[src/rtl/br_fifo_shared_pool_pkg.sv]
// Shared helpers for the shared-pool credit controller: width functions and
// the wide count type used for pool-level sums.
package br_fifo_shared_pool_pkg;

  localparam int CountCalcWidth = 16;

  typedef logic [CountCalcWidth-1:0] fifo_count_t;

  function automatic int clamped_clog2(input int value);
    return (value <= 2) ? 1 : $clog2(value);
  endfunction

  function automatic int fifo_id_width(input int numFifos);
    return clamped_clog2(numFifos);
  endfunction

  function automatic int count_width(input int depth);
    return $clog2(depth + 1);
  endfunction

endpackage

[src/rtl/br_fifo_shared_pool_rr_grant.sv]
// Multi-grant round-robin arbiter: walks requesters from the pointer, grants up
// to a per-cycle limit, and moves the pointer one past the last grantee.
module br_fifo_shared_pool_rr_grant
  import br_fifo_shared_pool_pkg::*;
#(
  parameter int NumReq    = 2,
  parameter int MaxGrants = 1
) (
  input  logic              clk,
  input  logic              rst,
  input  logic [NumReq-1:0] i_request,
  input  fifo_count_t       i_grantLimit,
  output logic [NumReq-1:0] o_grant
);

  localparam int PtrWidth = clamped_clog2(NumReq);

  logic [PtrWidth-1:0] r_ptr;
  logic [PtrWidth-1:0] w_ptrNext;
  logic [PtrWidth-1:0] w_idx;
  fifo_count_t         w_grantCount;

  // Scan starts at the pointer and wraps once around all requesters
  always_comb begin
    o_grant      = '0;
    w_ptrNext    = r_ptr;
    w_idx        = '0;
    w_grantCount = '0;
    for (int k = 0; k < NumReq; k++) begin
      if (int'(r_ptr) + k >= NumReq) begin
        w_idx = PtrWidth'(int'(r_ptr) + k - NumReq);
      end else begin
        w_idx = PtrWidth'(int'(r_ptr) + k);
      end
      if (i_request[w_idx] && (w_grantCount < i_grantLimit) &&
          (w_grantCount < fifo_count_t'(MaxGrants))) begin
        o_grant[w_idx] = 1'b1;
        w_grantCount   = w_grantCount + 1'b1;
        w_ptrNext      = (w_idx == PtrWidth'(NumReq - 1)) ? '0 : w_idx + 1'b1;
      end
    end
  end

  always_ff @(posedge clk) begin
    if (rst) begin
      r_ptr <= '0;
    end else begin
      r_ptr <= w_ptrNext;
    end
  end

endmodule

[src/rtl/br_fifo_shared_pool_credit_ctrl.sv]
// Per-FIFO credit issuer for a shared-storage multi-FIFO: reserved credits per
// FIFO plus a round-robin share of the remaining pool, capped per FIFO.
module br_fifo_shared_pool_credit_ctrl
  import br_fifo_shared_pool_pkg::*;
#(
  parameter int NumFifos            = 2,
  parameter int Depth               = 8,
  parameter int ReservedPerFifo     = 1,
  parameter int MaxPerFifo          = Depth,
  parameter int NumWritePorts       = 1,
  parameter int NumDeallocPorts     = 1,
  parameter int RegisterPushOutputs = 0,
  localparam int FifoIdWidth        = fifo_id_width(NumFifos),
  localparam int CountWidth         = count_width(Depth)
) (
  input  logic                                 clk,
  input  logic                                 rst,
  input  logic                                 push_sender_in_reset,
  output logic                                 push_receiver_in_reset,
  input  logic                                 push_credit_stall,
  output logic [NumFifos-1:0]                  push_credit,
  input  logic [NumWritePorts-1:0]             push_valid,
  input  logic [NumWritePorts*FifoIdWidth-1:0] push_fifo_id,
  input  logic [NumDeallocPorts-1:0]           dealloc_valid,
  input  logic [NumDeallocPorts*FifoIdWidth-1:0] dealloc_fifo_id,
  output logic [NumFifos*CountWidth-1:0]       fifo_occupancy,
  output logic [NumFifos*CountWidth-1:0]       sender_credits,
  output logic [CountWidth-1:0]                shared_available
);

  localparam int ArithWidth  = CountWidth + 1;
  localparam int SharedTotal = Depth - NumFifos * ReservedPerFifo;

  logic                  w_localReset;
  logic                  r_receiverInReset;
  logic [CountWidth-1:0] r_occ          [NumFifos];
  logic [CountWidth-1:0] r_held         [NumFifos];
  logic [ArithWidth-1:0] w_pushCount    [NumFifos];
  logic [ArithWidth-1:0] w_deallocCount [NumFifos];
  logic [ArithWidth-1:0] w_outCount     [NumFifos];
  logic [ArithWidth-1:0] w_occNext      [NumFifos];
  logic [ArithWidth-1:0] w_heldNext     [NumFifos];
  logic [NumFifos-1:0]   w_reservedElig;
  logic [NumFifos-1:0]   w_sharedReq;
  logic [NumFifos-1:0]   w_sharedGrant;
  logic [NumFifos-1:0]   w_issue;
  fifo_count_t           w_sharedUsed;
  fifo_count_t           w_sharedAvail;
  fifo_count_t           w_grantLimit;
  fifo_count_t           w_totalOut;

  assign w_localReset = rst | push_sender_in_reset;

  always_comb begin
    for (int i = 0; i < NumFifos; i++) begin
      w_pushCount[i]    = '0;
      w_deallocCount[i] = '0;
      for (int p = 0; p < NumWritePorts; p++) begin
        if (push_valid[p] && (push_fifo_id[p*FifoIdWidth +: FifoIdWidth] == FifoIdWidth'(i))) begin
          w_pushCount[i] = w_pushCount[i] + 1'b1;
        end
      end
      for (int d = 0; d < NumDeallocPorts; d++) begin
        if (dealloc_valid[d] && (dealloc_fifo_id[d*FifoIdWidth +: FifoIdWidth] == FifoIdWidth'(i))) begin
          w_deallocCount[i] = w_deallocCount[i] + 1'b1;
        end
      end
    end
  end

  // Eligibility and pool accounting look only at registered counters, so a
  // push or dealloc influences issue decisions from the following cycle.
  always_comb begin
    w_sharedUsed   = '0;
    w_totalOut     = '0;
    w_reservedElig = '0;
    w_sharedReq    = '0;
    for (int i = 0; i < NumFifos; i++) begin
      w_outCount[i]     = ArithWidth'(r_occ[i]) + ArithWidth'(r_held[i]);
      w_totalOut        = w_totalOut + fifo_count_t'(w_outCount[i]);
      w_reservedElig[i] = w_outCount[i] < ArithWidth'(ReservedPerFifo);
      w_sharedReq[i]    = !w_reservedElig[i] && (w_outCount[i] < ArithWidth'(MaxPerFifo)) &&
                          !w_localReset && !push_credit_stall;
      if (w_outCount[i] > ArithWidth'(ReservedPerFifo)) begin
        w_sharedUsed = w_sharedUsed + fifo_count_t'(w_outCount[i] - ArithWidth'(ReservedPerFifo));
      end
    end
    w_sharedAvail = fifo_count_t'(SharedTotal) - w_sharedUsed;
    w_grantLimit  = (w_sharedAvail < fifo_count_t'(NumWritePorts)) ?
                    w_sharedAvail : fifo_count_t'(NumWritePorts);
  end

  br_fifo_shared_pool_rr_grant #(
    .NumReq   (NumFifos),
    .MaxGrants(NumWritePorts)
  ) u_rrGrant (
    .clk         (clk),
    .rst         (w_localReset),
    .i_request   (w_sharedReq),
    .i_grantLimit(w_grantLimit),
    .o_grant     (w_sharedGrant)
  );

  assign w_issue = (w_localReset || push_credit_stall) ? '0 : (w_reservedElig | w_sharedGrant);

  always_comb begin
    for (int i = 0; i < NumFifos; i++) begin
      w_occNext[i]  = ArithWidth'(r_occ[i]) + w_pushCount[i] - w_deallocCount[i];
      w_heldNext[i] = ArithWidth'(r_held[i]) + ArithWidth'(w_issue[i]) - w_pushCount[i];
    end
  end

  // Credits are charged to held at decision time, even when the output is
  // registered, so the pool never over-issues across the extra stage.
  always_ff @(posedge clk) begin
    r_receiverInReset <= rst;
    for (int i = 0; i < NumFifos; i++) begin
      if (w_localReset) begin
        r_occ[i]  <= '0;
        r_held[i] <= '0;
      end else begin
        r_occ[i]  <= w_occNext[i][CountWidth-1:0];
        r_held[i] <= w_heldNext[i][CountWidth-1:0];
      end
    end
  end

  if (RegisterPushOutputs != 0) begin : gen_regOut
    logic [NumFifos-1:0] r_pushCredit;
    always_ff @(posedge clk) begin
      if (w_localReset) begin
        r_pushCredit <= '0;
      end else begin
        r_pushCredit <= w_issue;
      end
    end
    assign push_credit = r_pushCredit & ~{NumFifos{w_localReset}};
  end else begin : gen_combOut
    assign push_credit = w_issue;
  end

  for (genvar i = 0; i < NumFifos; i++) begin : gen_pack
    assign fifo_occupancy[i*CountWidth +: CountWidth] = r_occ[i];
    assign sender_credits[i*CountWidth +: CountWidth] = r_held[i];
  end

  assign shared_available       = w_sharedAvail[CountWidth-1:0];
  assign push_receiver_in_reset = r_receiverInReset;

  for (genvar i = 0; i < NumFifos; i++) begin : gen_assert
    assert property (@(posedge clk) disable iff (w_localReset)
      (w_pushCount[i] != '0) |-> (r_held[i] != '0));
    assert property (@(posedge clk) disable iff (w_localReset)
      (w_deallocCount[i] != '0) |-> (r_occ[i] != '0));
    assert property (@(posedge clk) disable iff (w_localReset)
      !w_occNext[i][CountWidth] && !w_heldNext[i][CountWidth]);
    assert property (@(posedge clk) disable iff (w_localReset)
      w_outCount[i] <= ArithWidth'(MaxPerFifo));
  end

  assert property (@(posedge clk) disable iff (w_localReset) w_totalOut <= fifo_count_t'(Depth));

endmodule

[config.mk]
export PLATFORM = sky130hd
export DESIGN_NAME = br_fifo_shared_pool_credit_ctrl
export DESIGN_NICKNAME = d
export VERILOG_FILES = /design/src/rtl/br_fifo_shared_pool_pkg.sv /design/src/rtl/br_fifo_shared_pool_rr_grant.sv /design/src/rtl/br_fifo_shared_pool_credit_ctrl.sv
export SDC_FILE = /design/constraint.sdc
export NUM_CORES = 1
export LEC_CHECK = 0
export CORE_ASPECT_RATIO = 0.9
export CORE_UTILIZATION = 52
export CTS_CLUSTER_SIZE = 8
export DETAILED_ROUTE_END_ITERATION = 7
export MAX_ROUTING_LAYER = met4
export PLACE_DENSITY = 0.8
export RECOVER_POWER = 100
export SYNTH_ARGS = -nofsm -noshare
export SYNTH_HDL_FRONTEND = slang
export SYNTH_HIERARCHICAL = 1
export SYNTH_SLANG_ARGS = --single-unit
[constraint.sdc]
create_clock -name clk -period 5.8 [get_ports clk]
set_input_delay 0.87 -clock clk [delete_from_list [all_inputs] [get_ports clk]]
set_output_delay 0.87 -clock clk [all_outputs]
set_load 0.005 [all_outputs]
==> flow_summary.toml <==
[power_and_ir_drop]
finalPower_mw = 1.86
leakage_nw = 2.01
power_density_nw_per_um2 = 438
ir_worst_vdd_v = 0.000308

[clock_tree]
clockBufferDepth = 2
cts_sinks = 18
h-tree-depth = 1
cts_buffers = 3
clock_latency_ns = 0.26
cts.clk_slew.worst_paths_ns = 0.07
cts_tree = "done"
cts_root_buf = "clkbuf_8"

[global_route]
grt_pass1_wl_mm = 17.0
grt_use_total_pct = 41.1
grt_remaining_overflow = 0
antenna_found_initial = 0
grt_pass1_vias = 3544
grt_max_degree = 14

[synthesis]
yosys-mux-area-fraction_pct = 1.94
synth_top_area_share_pct = 16.6
syn_inst = 326
avgSynthCellArea_um2 = 8.31
synthTopCellsByArea = "ha_1, dfxtp_1, fa_1"
async_flop_share_pct = 0
synthSimpleGateAreaFrac_pct = 25.3
synth_cell_types = 73
synth_area_um2 = 2710
synth-seq-area-share_pct = 13.3
ys_seq_elements = 18
yosys.area_share.xor_xnor_pct = 7.11
synth_top_family_by_area = "simple AND/OR/NAND/NOR gates"
yosysWarnings = 6
synth_compound_area_share_pct = 21.1
synth_largest_area_cell = "ha_1"
synthAdderAreaFrac_pct = 24.0
synth_edf_count = 0
synth_ff_type = "dfxtp_1"

[die]
start_util_pct = 55.0
die_w_um = 78.1
die_h_um = 70.5
ioPinCount = 31
die_area_um2 = 5500
core_area_um2 = 4920
rows = 24

[job]
cap_violations = 0

[finish]
drive_above_1_share_pct = 40.9
fill_cells = 238
layout_commonest_cell = "buf_4"
n_antenna_cell = 0
final_cell_mix = "buf_4, inv_1, nor2_1, ha_1, clkdlybuf4s50_1"
areaGrowthSynthToFinish_pct = 57.0
fin_nets = 543
fin_cells = 552

[setup_path]
slowest_delay_ns = 0.57
worstPathArrival_ns = 6.32
cp_slowest_cell = "fa_1"
cp-end-kind = "primary output"
r2r_start = "r_occ[1][0]"
critPathLaunchType = "flip-flop"
crit_type = "flip-flop to primary output"
path_max_fanout = 3
critical_path_required_ns = 4.93
crit_top_cell = "nor2_1"
crit_start = "r_occ[1][0]"

[drt]
viasPerCell = 6.23
drt-pass1-iter-count = 7
drcViolationCount = 0
drtIter0Drc = 323
antenna_left = 0
route.detailed.wl_per_inst_um = 20.7
wl_mm = 11.4
num_vias = 3440

[sta]
tightest_slew_ns = 0.609
finalHoldViolCount = 0
fmax_mhz = 139
rsz0062_at_grt = "true"
setup_viol = 11
slew_violations = 0
finalWorstSetupSlack_ns = -1.39
post-route-period-util_pct = 124
relSlewSlack_pct = 59.0
finClkSkew_ns = 0.00328
post-route-min-period_ns = 7.19

[placement]
place_inst = 534
place_congestion = 0.933
portBuffers = 30
dp.final_hpwl_mm = 7.08

[hold_path]
worstHoldStart = "u_rrGrant/r_ptr"
hp-class = "flip-flop to flip-flop"

[outcome]
violations = "setup timing"
outcome = "finished, violations left"
[critical path, delay by kind of cell (launching register included)]
family,cells,cell delay [ns]
AND/OR/NAND/NOR,12,2.18
flip-flops,1,0.36
AO/OA/AOI/OAI,6,1.27
buffers and inverters,3,0.39
adder cells (fa/ha/maj),5,1.87
[state kept, by name, summed over array words and instances, names as in the netlist]
register                flops
r_held                      8
r_occ                       8
push_receiver_in_reset      1
u_rrGrant/r_ptr             1
[synth_stat cells (6+ instances only)]
library cell  number
a21o_1             8
a21oi_1           15
and2_1             7
dfxtp_1           18
fa_1              10
ha_1              36
inv_1             39
nand2_1           14
nor2_1            38
nor4_2             6
xnor2_1           10
xor2_1            12
[final cells by class]
type	instances	area, um2	share of cell area [%]
Multi-Input combinational cell	276	2420	56.9
Timing Repair Buffer	151	1200	28.3
Sequential cell	18	364	8.56
Inverter	39	146	3.44
Tap cell	65	81.3	1.91
Clock buffer	3	41.3	0.971
[worst paths after layout]
kind / depth (start not counted) / end / slack (ns)
worst max-delay path: 26 / push_credit[1] / -1.39
worst min-delay path: 1 / u_rrGrant/r_ptr / 0.66
worst min register to register: 1 / u_rrGrant/r_ptr / 0.66
worst max register to register: 30 / r_held[1][1] / -1.11
[stage by stage]
| stage | setup TNS, ns | hold WS (ns) | setup WS [ns] | utilization, % | area [um2] |
|---|---|---|---|---|---|
| 4_1_cts | -4.90 | 0.560 | -0.839 | 85.3 | 4200 |
| 3_5_place_dp | -8.76 | 0.537 | -1.25 | 80.1 | 3940 |
| 6_report | -10.26 | 0.655 | -1.39 | 86.4 | 4250 |
| 5_1_grt | -11.43 | 0.665 | -1.48 | 86.4 | 4250 |
| 3_3_place_gp | -6.25 | 0.536 | -1.02 | 80.1 | 3940 |
| 2_1_floorplan | 0 | 0.519 | 1.77 | - | 2810 |
[cell families (layout without fill, tap and decap cells)]
logic type | Yosys count | in the layout
buffers and inverters | 45 | 193
adder cells (fa/ha/maj) | 46 | 46
flip-flops | 18 | 18
other | 1 | 14
XOR/XNOR | 22 | 22
AND/OR/NAND/NOR | 115 | 115
AO/OA/AOI/OAI | 74 | 74
multiplexers | 5 | 5
[layer usage]
metal  up-vias  track usage (%)  share of wire (%)
met5         -                -                  0
met4         0             24.3                7.3
met3       102             8.24                8.7
met2       248             70.4                 48
met1      1621             43.8                 36
li1       1469                -                  -
[power by group]
group	total (mW)	internal (mW)	switching [mW]
sequential	0.140	0.133	0.00688
clock	0.0903	0.0462	0.0441
combinational	1.63	0.811	0.823
total	1.86	0.990	0.874
[repair_timing]
| action | CTS | global route |
|---|---|---|
| setup buffers | 14 | 3 |
| pin swaps | 40 | 6 |
| setup endpoints to repair | 10 | 11 |
| gates resized for setup | 41 | 9 |
| hold buffers | 0 | 0 |
Note: power is estimated with default switching activity, not from simulation.
